$ cat src/rtl/seven_seg_pkg.sv
// Shared definitions for the seven-segment display driver.
//   - Segment patterns {g,f,e,d,c,b,a}, active-low.
//   - Conversion FSM state encoding.
//   - Scan digit-index constants (index 0 is the rightmost digit).
//   - seg_encode(): maps a BCD digit to its segment pattern.
package seven_seg_pkg;

  localparam logic [6:0] SEG_0     = 7'b1000000;
  localparam logic [6:0] SEG_1     = 7'b1111001;
  localparam logic [6:0] SEG_2     = 7'b0100100;
  localparam logic [6:0] SEG_3     = 7'b0110000;
  localparam logic [6:0] SEG_4     = 7'b0011001;
  localparam logic [6:0] SEG_5     = 7'b0010010;
  localparam logic [6:0] SEG_6     = 7'b0000010;
  localparam logic [6:0] SEG_7     = 7'b1111000;
  localparam logic [6:0] SEG_8     = 7'b0000000;
  localparam logic [6:0] SEG_9     = 7'b0010000;
  localparam logic [6:0] SEG_BLANK = 7'b1111111;
  localparam logic [6:0] SEG_MINUS = 7'b0111111;

  typedef enum logic {
    ST_IDLE = 1'b0,
    ST_CONV = 1'b1
  } conv_state_e;

  localparam logic [1:0] DIG_ONES     = 2'd0;
  localparam logic [1:0] DIG_TENS     = 2'd1;
  localparam logic [1:0] DIG_HUNDREDS = 2'd2;
  localparam logic [1:0] DIG_SIGN     = 2'd3;

  function automatic logic [6:0] seg_encode(input logic [3:0] d);
    case (d)
      4'd0:    seg_encode = SEG_0;
      4'd1:    seg_encode = SEG_1;
      4'd2:    seg_encode = SEG_2;
      4'd3:    seg_encode = SEG_3;
      4'd4:    seg_encode = SEG_4;
      4'd5:    seg_encode = SEG_5;
      4'd6:    seg_encode = SEG_6;
      4'd7:    seg_encode = SEG_7;
      4'd8:    seg_encode = SEG_8;
      4'd9:    seg_encode = SEG_9;
      default: seg_encode = SEG_BLANK;
    endcase
  endfunction

endpackage

$ cat src/rtl/bin_to_bcd_seq.sv
// Sequential 8-bit binary to 3-digit BCD converter (shift-and-add-3,
// one bit per clock) with optional two's-complement input.
//   clk, clear_n       : clock, async active-low reset
//   load               : start conversion (ignored while busy)
//   value, signed_mode : operand, sampled with load
//   busy               : high for the 8 conversion cycles
//   done               : commit strobe, high during the last conversion cycle
//   hundreds/tens/ones : result, valid while done is high
//   neg                : sign of the operand being converted
module bin_to_bcd_seq
  import seven_seg_pkg::*;
(
  input  logic       clk,
  input  logic       clear_n,
  input  logic       load,
  input  logic [7:0] value,
  input  logic       signed_mode,
  output logic       busy,
  output logic       done,
  output logic [3:0] hundreds,
  output logic [3:0] tens,
  output logic [3:0] ones,
  output logic       neg
);

  conv_state_e r_state;
  logic [2:0]  r_cnt;
  logic [7:0]  r_mag;
  logic [11:0] r_bcd;
  logic        r_neg;
  logic        r_busy;

  logic [11:0] w_adj;
  logic [11:0] w_bcd_nxt;
  logic [7:0]  w_mag_nxt;

  always_comb begin
    w_adj = r_bcd;
    for (int n = 0; n < 3; n++)
      if (r_bcd[n*4 +: 4] >= 4'd5) w_adj[n*4 +: 4] = r_bcd[n*4 +: 4] + 4'd3;
    {w_bcd_nxt, w_mag_nxt} = {w_adj[10:0], r_mag, 1'b0};
  end

  // done and the result are taken from the next-state value so the parent
  // can latch the finished number on the same edge the FSM leaves CONV.
  assign done     = (r_state == ST_CONV) && (r_cnt == 3'd7);
  assign hundreds = w_bcd_nxt[11:8];
  assign tens     = w_bcd_nxt[7:4];
  assign ones     = w_bcd_nxt[3:0];
  assign neg      = r_neg;
  assign busy     = r_busy;

  always_ff @(posedge clk or negedge clear_n) begin
    if (!clear_n) begin
      r_state <= ST_IDLE;
      r_cnt   <= 3'd0;
      r_mag   <= 8'd0;
      r_bcd   <= 12'd0;
      r_neg   <= 1'b0;
      r_busy  <= 1'b0;
    end else begin
      case (r_state)
        ST_IDLE: if (load) begin
          // 8'h80 negates to itself, which read unsigned is the wanted 128.
          r_mag   <= (signed_mode && value[7]) ? (~value + 8'd1) : value;
          r_neg   <= signed_mode && value[7];
          r_bcd   <= 12'd0;
          r_cnt   <= 3'd0;
          r_busy  <= 1'b1;
          r_state <= ST_CONV;
        end
        ST_CONV: begin
          r_bcd <= w_bcd_nxt;
          r_mag <= w_mag_nxt;
          r_cnt <= r_cnt + 3'd1;
          if (r_cnt == 3'd7) begin
            r_busy  <= 1'b0;
            r_state <= ST_IDLE;
          end
        end
        default: r_state <= ST_IDLE;
      endcase
    end
  end

endmodule

$ cat src/rtl/seven_seg_driver.sv
// 4-digit multiplexed seven-segment driver for an 8-bit value shown in
// decimal, optionally signed, with optional leading-zero blanking.
//   clk, clear_n       : clock, async active-low reset
//   load               : capture value/signed_mode and convert (when !busy)
//   value, signed_mode : operand
//   busy               : conversion in progress
//   seg                : {g,f,e,d,c,b,a}, active-low
//   an                 : digit enables, active-low one-hot, an[0] rightmost
module seven_seg_driver
  import seven_seg_pkg::*;
#(
  parameter int REFRESH_DIV   = 50000,
  parameter bit BLANK_LEADING = 1'b1
) (
  input  logic       clk,
  input  logic       clear_n,
  input  logic       load,
  input  logic [7:0] value,
  input  logic       signed_mode,
  output logic       busy,
  output logic [6:0] seg,
  output logic [3:0] an
);

  localparam int PW = $clog2(REFRESH_DIV);

  logic       w_done, w_neg;
  logic [3:0] w_hun, w_ten, w_one;

  bin_to_bcd_seq u_conv (
    .clk         (clk),
    .clear_n     (clear_n),
    .load        (load),
    .value       (value),
    .signed_mode (signed_mode),
    .busy        (busy),
    .done        (w_done),
    .hundreds    (w_hun),
    .tens        (w_ten),
    .ones        (w_one),
    .neg         (w_neg)
  );

  logic [3:0]    r_hun, r_ten, r_one;
  logic          r_neg;
  logic [PW-1:0] r_presc;
  logic [1:0]    r_idx;
  logic [6:0]    r_seg;
  logic [3:0]    r_an;

  logic [6:0] w_seg_nxt;
  logic [3:0] w_an_nxt;

  always_comb begin
    w_seg_nxt = SEG_BLANK;
    w_an_nxt  = ~(4'b0001 << r_idx);
    case (r_idx)
      DIG_ONES:     w_seg_nxt = seg_encode(r_one);
      DIG_TENS:     w_seg_nxt = (BLANK_LEADING && r_hun == 4'd0 && r_ten == 4'd0)
                                ? SEG_BLANK : seg_encode(r_ten);
      DIG_HUNDREDS: w_seg_nxt = (BLANK_LEADING && r_hun == 4'd0)
                                ? SEG_BLANK : seg_encode(r_hun);
      DIG_SIGN:     w_seg_nxt = r_neg ? SEG_MINUS : SEG_BLANK;
      default:      w_seg_nxt = SEG_BLANK;
    endcase
  end

  always_ff @(posedge clk or negedge clear_n) begin
    if (!clear_n) begin
      r_hun   <= 4'd0;
      r_ten   <= 4'd0;
      r_one   <= 4'd0;
      r_neg   <= 1'b0;
      r_presc <= '0;
      r_idx   <= DIG_ONES;
      r_seg   <= SEG_0;
      r_an    <= 4'b1110;
    end else begin
      if (w_done) begin
        r_hun <= w_hun;
        r_ten <= w_ten;
        r_one <= w_one;
        r_neg <= w_neg;
      end
      if (r_presc == PW'(REFRESH_DIV - 1)) begin
        r_presc <= '0;
        r_idx   <= r_idx + 2'd1;
      end else begin
        r_presc <= r_presc + 1'b1;
      end
      r_seg <= w_seg_nxt;
      r_an  <= w_an_nxt;
    end
  end

  assign seg = r_seg;
  assign an  = r_an;

endmodule

$ cat config.mk
export PLATFORM = sky130hd
export DESIGN_NAME = seven_seg_driver
export DESIGN_NICKNAME = d
export VERILOG_FILES = /design/src/rtl/seven_seg_pkg.sv /design/src/rtl/bin_to_bcd_seq.sv /design/src/rtl/seven_seg_driver.sv
export SDC_FILE = /design/constraint.sdc
export NUM_CORES = 1
export LEC_CHECK = 0
export CORE_ASPECT_RATIO = 0.75
export CORE_UTILIZATION = 40
export DETAILED_ROUTE_END_ITERATION = 6
export DONT_BUFFER_PORTS = 1
export MAX_ROUTING_LAYER = met4
export SLEW_MARGIN = 20
export SYNTH_ARGS = -nofsm -noshare
export SYNTH_HDL_FRONTEND = slang
export SYNTH_SLANG_ARGS = --single-unit
$ cat constraint.sdc
create_clock -name clk -period 1.7 [get_ports clk]
set_input_delay 0.425 -clock clk [delete_from_list [all_inputs] [get_ports clk]]
set_output_delay 0.425 -clock clk [all_outputs]
set_load 0.005 [all_outputs]
==> reports/summary.txt, run 1 <==
CTS sink cnt: 68
pre-CTS setup slack: -19.4 ps
P per Cell Area: 1560 nW/um^2
core area: 9270 sq um
sequential group share of total power: 0.365
Req. time, crit path: 1910 ps
Final period util: 0.994
met3 usage: 0.0484
CTS Buf Count: 9
Fmax: 0.592 GHz
actual slew at the worst max-slew pin: 409 ps
Hold Path Class: input port to async pin
ANT cells: 0
clock skew: 5.19 ps
most area-consuming cells after synthesis: dfrtp_1 41%, ha_1 9.6%, mux2i_1 4.1%, o21ai_0 3.2%, xnor2_1 2.9%
FF+latch area: 1710 sq um
die area: 10,200 sq um
initial antenna violation count: 0
Int Power: 4.67 mW
crit-path max FO: 7
Seq/Total Area, Yosys: 0.434
DRC: 0
vias in the first global route: 2,843
synth unique cells: 50
initial DRC count: 94
Routed Antenna Nets: 0
drt first pass iters: 4
vias per std cell: 5.23
met2 GRT Util: 0.267
synth cell count leaders: 64 x dfrtp_1, 30 x ha_1, 29 x nand2_1
Hold WS: -213 ps
Top Usage Layer GRT: met2
most numerous cell in the Yosys netlist: dfrtp_1
switching power total: 2.61 mW
Skew-Pair Late Insertion Delay: 330 ps
Slew HR: 0.727
CTS H-tree depth: 3
fin crit period: 1690 ps
largest net degree at the start of global routing: 69
clock power share: 0.251
DP Wirelength: 5.62 mm
Final Hold Fails: 68
switching share of power: 0.359
peak supply drop: 0.679 mV
CP Capture Type: flip-flop
routed wire length: 8.06 mm
first-pass GRT wire length: 13.8 mm
combinational share of power: 0.384
RSZ-0062 raised after global routing: true
Yosys top cell area share: 0.408
CP max stage delay: 550 ps
Synth Net Count: 440
final setup fails: 0
drt wl/cell: 14.5 um
Post-synth EDFFs: 0
layout cells sized above 1: 0.175
Ports: 24
Critical Path AT: 1900 ps
outcome: finished with violations
Main synth FF type: dfrtp_1
#FFs+latches synth: 68
Mapped Area: 3930 sq um
# port buffers: 0
Slew Viols, Final: 0
M1 GR Usage: 0.242
CP cell instances: or4b_4 -> nor4_4 -> buf_6 -> nor2_4 -> mux2_4
CP max-delay cell: or4b_4
Startpoint Class: flip-flop
Syn Inst Count: 398
initial core utilization: 0.424
slack of the critical path: 10.7 ps
Chip Width: 116 um
Clock Tree Buf Depth: 2
CTS clk-pin slew, worst paths: 60 ps
Leak: 2.11 nW
fin cells: 556
clock root buffer: clkbuf_16
failing checks: negative hold slack
Placed Cells: 538
routed via count: 2,909
Tot GR Track Use: 0.183
CTS tree: yes
grt total ovfl: 0
Fill cells: 870
standard-cell rows: 30
WS Path Type: flip-flop to flip-flop
Max-Cap Viols: 0
Avg Inst Size Synth: 9.87 sq um
synth warn: 0
Async SR Flop Fraction: 1.00
multi-input combinational cell area: 2130 sq um
Synth area leader: dfrtp_1
fin nets: 466
Die Ht: 87.8 um
gpl congestion: 0.887
P&R area growth vs syn: 18.4%
[cells in the final DEF, fill, tap and decap left out, types with 2 or more instances in the layout]
master,synthesis,routed
nand2b_1,14,14
a22oi_1,3,3
xnor2_1,13,13
nand3b_1,2,2
a32oi_1,8,8
mux2_2,9,7
ha_1,30,30
a311oi_1,2,2
clkinvlp_4,0,2
a21o_1,8,8
a31oi_1,2,2
dfstp_2,4,4
dfrtp_2,0,2
and3_1,2,2
o221ai_1,3,3
nand2_1,29,29
a22o_1,3,3
o211ai_1,2,2
nor3b_1,12,11
nand4bb_1,2,2
nor3_1,8,8
xor2_1,6,6
clkbuf_16,0,9
mux2_4,0,2
nand4_1,3,3
nor2b_1,6,5
dfrtp_1,64,62
o22ai_1,4,4
o21ai_0,25,24
nor2_4,0,2
buf_4,0,30
nor2_1,25,23
inv_1,28,28
nand3_1,10,9
mux2i_1,16,16
a21oi_1,19,18
[critical path, delay by kind of cell, from the launching register on]
| family | cells | cell delay [ps] |
|---|---|---|
| multiplexers | 1 | 250 |
| buffers and inverters | 1 | 180 |
| AND/OR/NAND/NOR | 3 | 770 |
| flip-flops | 1 | 370 |
[final timing paths]
check                                            startpoint                          end  slack, ps  cells past startpoint
worst max register to register        r_presc[10]$_DFF_PN0_        r_presc[10]$_DFF_PN0_         10                      5
worst max-delay path                  r_presc[10]$_DFF_PN0_        r_presc[10]$_DFF_PN0_         10                      5
min in group clk                                       load  u_conv.r_bcd[0]$_DFFE_PN0P_        170                      1
worst min register to register  u_conv.r_mag[4]$_DFFE_PN0P_  u_conv.r_mag[5]$_DFFE_PN0P_        490                      1
max in group asynchronous                           clear_n             seg[6]$_DFF_PN1_       1720                      0
worst min-delay path                                clear_n  u_conv.r_mag[1]$_DFFE_PN0P_       -210                      0
[power by group through the flow]
| stage | clock network, mW | logic (mW) | registers, mW |
|---|---|---|---|
| after floorplan | 0 | 2.25 | 2.45 |
| after global placement | 0 | 2.68 | 2.64 |
| after detailed placement | 0 | 2.77 | 2.66 |
| after CTS | 1.89 | 2.79 | 2.64 |
| after global routing | 1.94 | 3.21 | 2.75 |
| final | 1.83 | 2.79 | 2.66 |
[metal layers]
layer | routed length (um) | vias to the layer above
met3 | 290 | 10
met4 | 114 | 0
met1 | 4040 | 1412
met5 | 0 | -
li1 | - | 1459
met2 | 3620 | 28
[what timing repair did]
action                                  in CTS  in global routing
resized for setup                            2                 17
setup buffers                                2                  1
pin swaps                                    2                  3
endpoints found under the setup margin       2                 13
hold endpoints to repair                    68                 68
[flip-flops by register name, indices dropped and copies added (netlist names)]
signal	flops
u_conv.busy	1
r_presc	16
r_one	4
u_conv.r_mag	8
u_conv.r_cnt	3
an	4
r_neg	1
u_conv.neg	1
u_conv.r_bcd	12
u_conv.r_state	1
r_hun	4
r_idx	2
r_ten	4
seg	7
[cell type report]
| cell class | count | area share |
|---|---|---|
| Clock buffer | 11 | 0.0522 |
| Timing Repair Buffer | 32 | 0.0551 |
| Tap cell | 128 | 0.0344 |
| Inverter | 28 | 0.0226 |
| Multi-Input combinational cell | 285 | 0.458 |
| Sequential cell | 68 | 0.367 |
| Clock inverter | 4 | 0.0108 |
[cells by family (layout without fill, tap and decap cells)]
| kind of cell | count (synthesis) | count (layout) | synth area share |
|---|---|---|---|
| AO/OA/AOI/OAI | 86 | 86 | 0.142 |
| XOR/XNOR | 19 | 19 | 0.0423 |
| adder cells (fa/ha/maj) | 30 | 30 | 0.0955 |
| buffers and inverters | 45 | 75 | 0.0449 |
| flip-flops | 68 | 68 | 0.434 |
| multiplexers | 25 | 25 | 0.0665 |
| AND/OR/NAND/NOR | 125 | 125 | 0.174 |
[metrics by stage]
step / hold WS, ps / power (mW) / util / TNS [ps] / cell area, sq um
floorplan: 129 / 4.70 / - / -5.79 / 3940
global placement: 134 / 5.32 / 0.459 / 0 / 4260
detailed placement: 132 / 5.43 / 0.459 / -24.0 / 4260
CTS: -226 / 7.32 / 0.493 / -46.2 / 4570
global route: -225 / 7.90 / 0.502 / -150 / 4650
finish: -213 / 7.28 / 0.502 / 0 / 4650
Note: power is estimated with default switching activity, not from simulation.
==> inputs of run 2 (changes only) <==
Settings changed: HOLD_SLACK_MARGIN set to 0.12.
==> results of run 2 <==
Same layout as run 1: the final DEF is identical, and so are final timing and power.
==> inputs of run 3 (changes only) <==
Settings changed: ABC_AREA set to 1, PLACE_DENSITY_LB_ADDON set to 0.2.
==> run 3 against run 2 <==
Net effect: the flow still finishes with violations (negative hold slack); first-iteration DRC count is 120% higher; routed wire length is 5.7% lower; largest power group unchanged; synthesized cell count is 24% higher; sequential share of layout area is 1.7 points higher; register-to-register slack better by 140 ps; sequential power is 4% lower; sequential cell count stayed put; clock skew is 1.0 ps lower; design area is 4.6% lower; area after synthesis is 0.57% higher; cell count is 15% higher.
==> reports/summary.txt, run 3 <==
Seq/Total Area, Yosys: 0.432
ANT cells: 0
top flop regs: r_presc: 16 flops, u_conv.r_bcd: 12 flops, u_conv.r_mag: 8 flops
most area-consuming cells after synthesis: dfrtp_1 41%, nand2_1 10%, ha_1 9.5%, nor2_1 6.4%, o21ai_0 6.1%
Syn Inst Count: 493
peak supply drop: 0.596 mV
sequential group share of total power: 0.357
synth unique cells: 36
vias in the first global route: 2,847
CTS H-tree depth: 3
setup bufs post-CTS: 0
CTS tree: yes
core area: 9620 sq um
Post-synth EDFFs: 0
synth cell count leaders: 109 x nand2_1, 67 x nor2_1, 64 x dfrtp_1
combinational share of power: 0.366
initial antenna violation count: 0
Yosys top cell area share: 0.405
CTS Buf Count: 9
clock skew: 4.16 ps
crit-path max FO: 3
Skew-Pair Late Insertion Delay: 320 ps
Ports: 24
Int Power: 4.44 mW
Synth Net Count: 535
die area: 10,300 sq um
fin nets: 543
DP Wirelength: 5.68 mm
switching share of power: 0.378
CP Capture Type: flip-flop
Hold WS: -207 ps
total negative slack: 0 ps
grt total ovfl: 0
clock root buffer: clkbuf_16
vias per std cell: 4.68
fin crit period: 1550 ps
Die Ht: 88.1 um
WS Path Type: flip-flop to flip-flop
largest net degree at the start of global routing: 69
drt first pass iters: 4
# port buffers: 0
Fmax: 0.647 GHz
multi-input combinational cell area: 1950 sq um
commonest cells after routing, fill and taps aside: 109 x nand2_1, 67 x nor2_1, 64 x dfrtp_1
FF-to-FF End: r_one[2]$_DFFE_PN0P_
first-pass GRT wire length: 13.4 mm
layout cells sized above 1: 0.0950
standard-cell rows: 31
actual slew at the worst max-slew pin: 528 ps
synth warn: 0
most common cell after layout, fill and taps aside: nand2_1
Leak: 2.17 nW
Worst Path Buf+Inv: 2
max FFs per register: 16
CTS sink cnt: 68
final setup fails: 0
Async SR Flop Fraction: 1.00
switching power total: 2.71 mW
CP cell instances: inv_1 -> ha_1 -> inv_1 -> o21ai_0 -> nand2_1 -> o21ai_1 -> o21ai_0
P per Cell Area: 1610 nW/um^2
Hold Path Class: input port to async pin
Slew HR: 0.645
CP max-delay cell: dfrtp_1
#FFs+latches synth: 68
Tot GR Track Use: 0.175
initial DRC count: 209
P&R area growth vs syn: 12.3%
CP max stage delay: 390 ps
routed via count: 2,981
Fill cells: 974
clock power share: 0.277
Final Hold Fails: 68
drt wl/cell: 11.9 um
Slew Viols, Final: 0
Clock Tree Buf Depth: 2
Chip Width: 117 um
FF+latch area: 1710 sq um
Mapped Area: 3950 sq um
RSZ-0062 raised after global routing: false
overall power: 7.15 mW
worst reg2reg startpoint: u_conv.r_bcd[0]$_DFFE_PN0P_
CP delay by family, top: compound AO/OA/AOI/OAI gates
Req. time, crit path: 1900 ps
DRC: 0
most numerous cell in the Yosys netlist: nand2_1
Routed Antenna Nets: 0
routed wire length: 7.60 mm
Startpoint Class: flip-flop
Avg Inst Size Synth: 8.02 sq um
Synth area leader: dfrtp_1
Register-to-Register Path Depth: 7
Placed Cells: 622
fin cells: 637
r2r setup slk: 150 ps
Most flops, register: r_presc
Main synth FF type: dfrtp_1
failing checks: negative hold slack
outcome: finished with violations
Critical Path AT: 1750 ps
Max-Cap Viols: 0
CTS clk-pin slew, worst paths: 50 ps
gpl congestion: 0.890
initial core utilization: 0.411
Final period util: 0.909
run 3: cell types whose count changed in the layout (fill, tap and decap cells not counted), moves of 9 or more:
cell,delta
nand2b_1,-14
xor2_1,+9
xnor2_1,-11
mux2i_1,-16
a21oi_1,-12
nand3_1,+10
nor3b_1,-11
nand2_1,+80
o21ai_0,+23
nor2_1,+44
inv_1,+35
buf_4,-25
run 3: power by group through the flow:
stage	Combinational [mW]	Sequential [mW]	Clock [mW]
after floorplan	2.07	2.44	0
after global placement	2.53	2.57	0
after detailed placement	2.62	2.58	0
after CTS	2.63	2.56	2.04
after global routing	3.06	2.64	2.12
final	2.62	2.56	1.98
run 3: cell type report:
cell class                      instances  area share
Multi-Input combinational cell        348       0.440
Sequential cell                        68       0.384
Inverter                               69      0.0583
Clock buffer                           11      0.0547
Tap cell                              132      0.0372
Clock inverter                          4      0.0166
Timing Repair Buffer                    5     0.00846
run 3: logic make-up after synthesis:
group	share of synthesized area
xor gates and xnor gates	0.0377
and+or+nand+nor	0.249
DFF	0.432
adders and majority gates	0.0950
buffers and inverters	0.0738
AOI/OAI and AO/OA	0.113
run 3: per-stage QoR:
| step | util | setup WS [ps] | instance area, sq um | hold slack, ps |
|---|---|---|---|---|
| 2_1_floorplan | - | 327 | 3950 | 129 |
| 4_1_cts | 0.461 | 88.7 | 4440 | -221 |
| 6_report | 0.461 | 154 | 4440 | -207 |
| 3_5_place_dp | 0.429 | 87.7 | 4120 | 131 |
| 5_1_grt | 0.461 | 15.2 | 4440 | -227 |
| 3_3_place_gp | 0.429 | 169 | 4120 | 131 |
run 3: routing by layer:
layer	vias up	wire length, um	GRT usage
li1	1588	-	-
met1	1333	4210	0.251
met2	52	3010	0.238
met3	8	266	0.0422
met4	0	112	0.0552
met5	-	0	-
run 3: worst max path at each step:
stage,from,endpoint,slack [ps],depth (start not counted)
floorplan,u_conv.r_bcd[0]$_DFFE_PN0P_,u_conv.r_bcd[2]$_DFFE_PN0P_,330,7
CTS,u_conv.r_bcd[0]$_DFFE_PN0P_,r_one[2]$_DFFE_PN0P_,90,7
global placement,u_conv.r_bcd[0]$_DFFE_PN0P_,u_conv.r_bcd[2]$_DFFE_PN0P_,170,7
finish,u_conv.r_bcd[0]$_DFFE_PN0P_,r_one[2]$_DFFE_PN0P_,150,7
detailed placement,u_conv.r_bcd[0]$_DFFE_PN0P_,u_conv.r_bcd[2]$_DFFE_PN0P_,90,7
global route,u_conv.r_bcd[4]$_DFFE_PN0P_,r_ten[2]$_DFFE_PN0P_,20,7
run 3: timing repair:
action                                  4_1_cts  5_1_grt
hold endpoints to repair                     68       68
endpoints found under the setup margin        0        2
resized for setup                             0        1
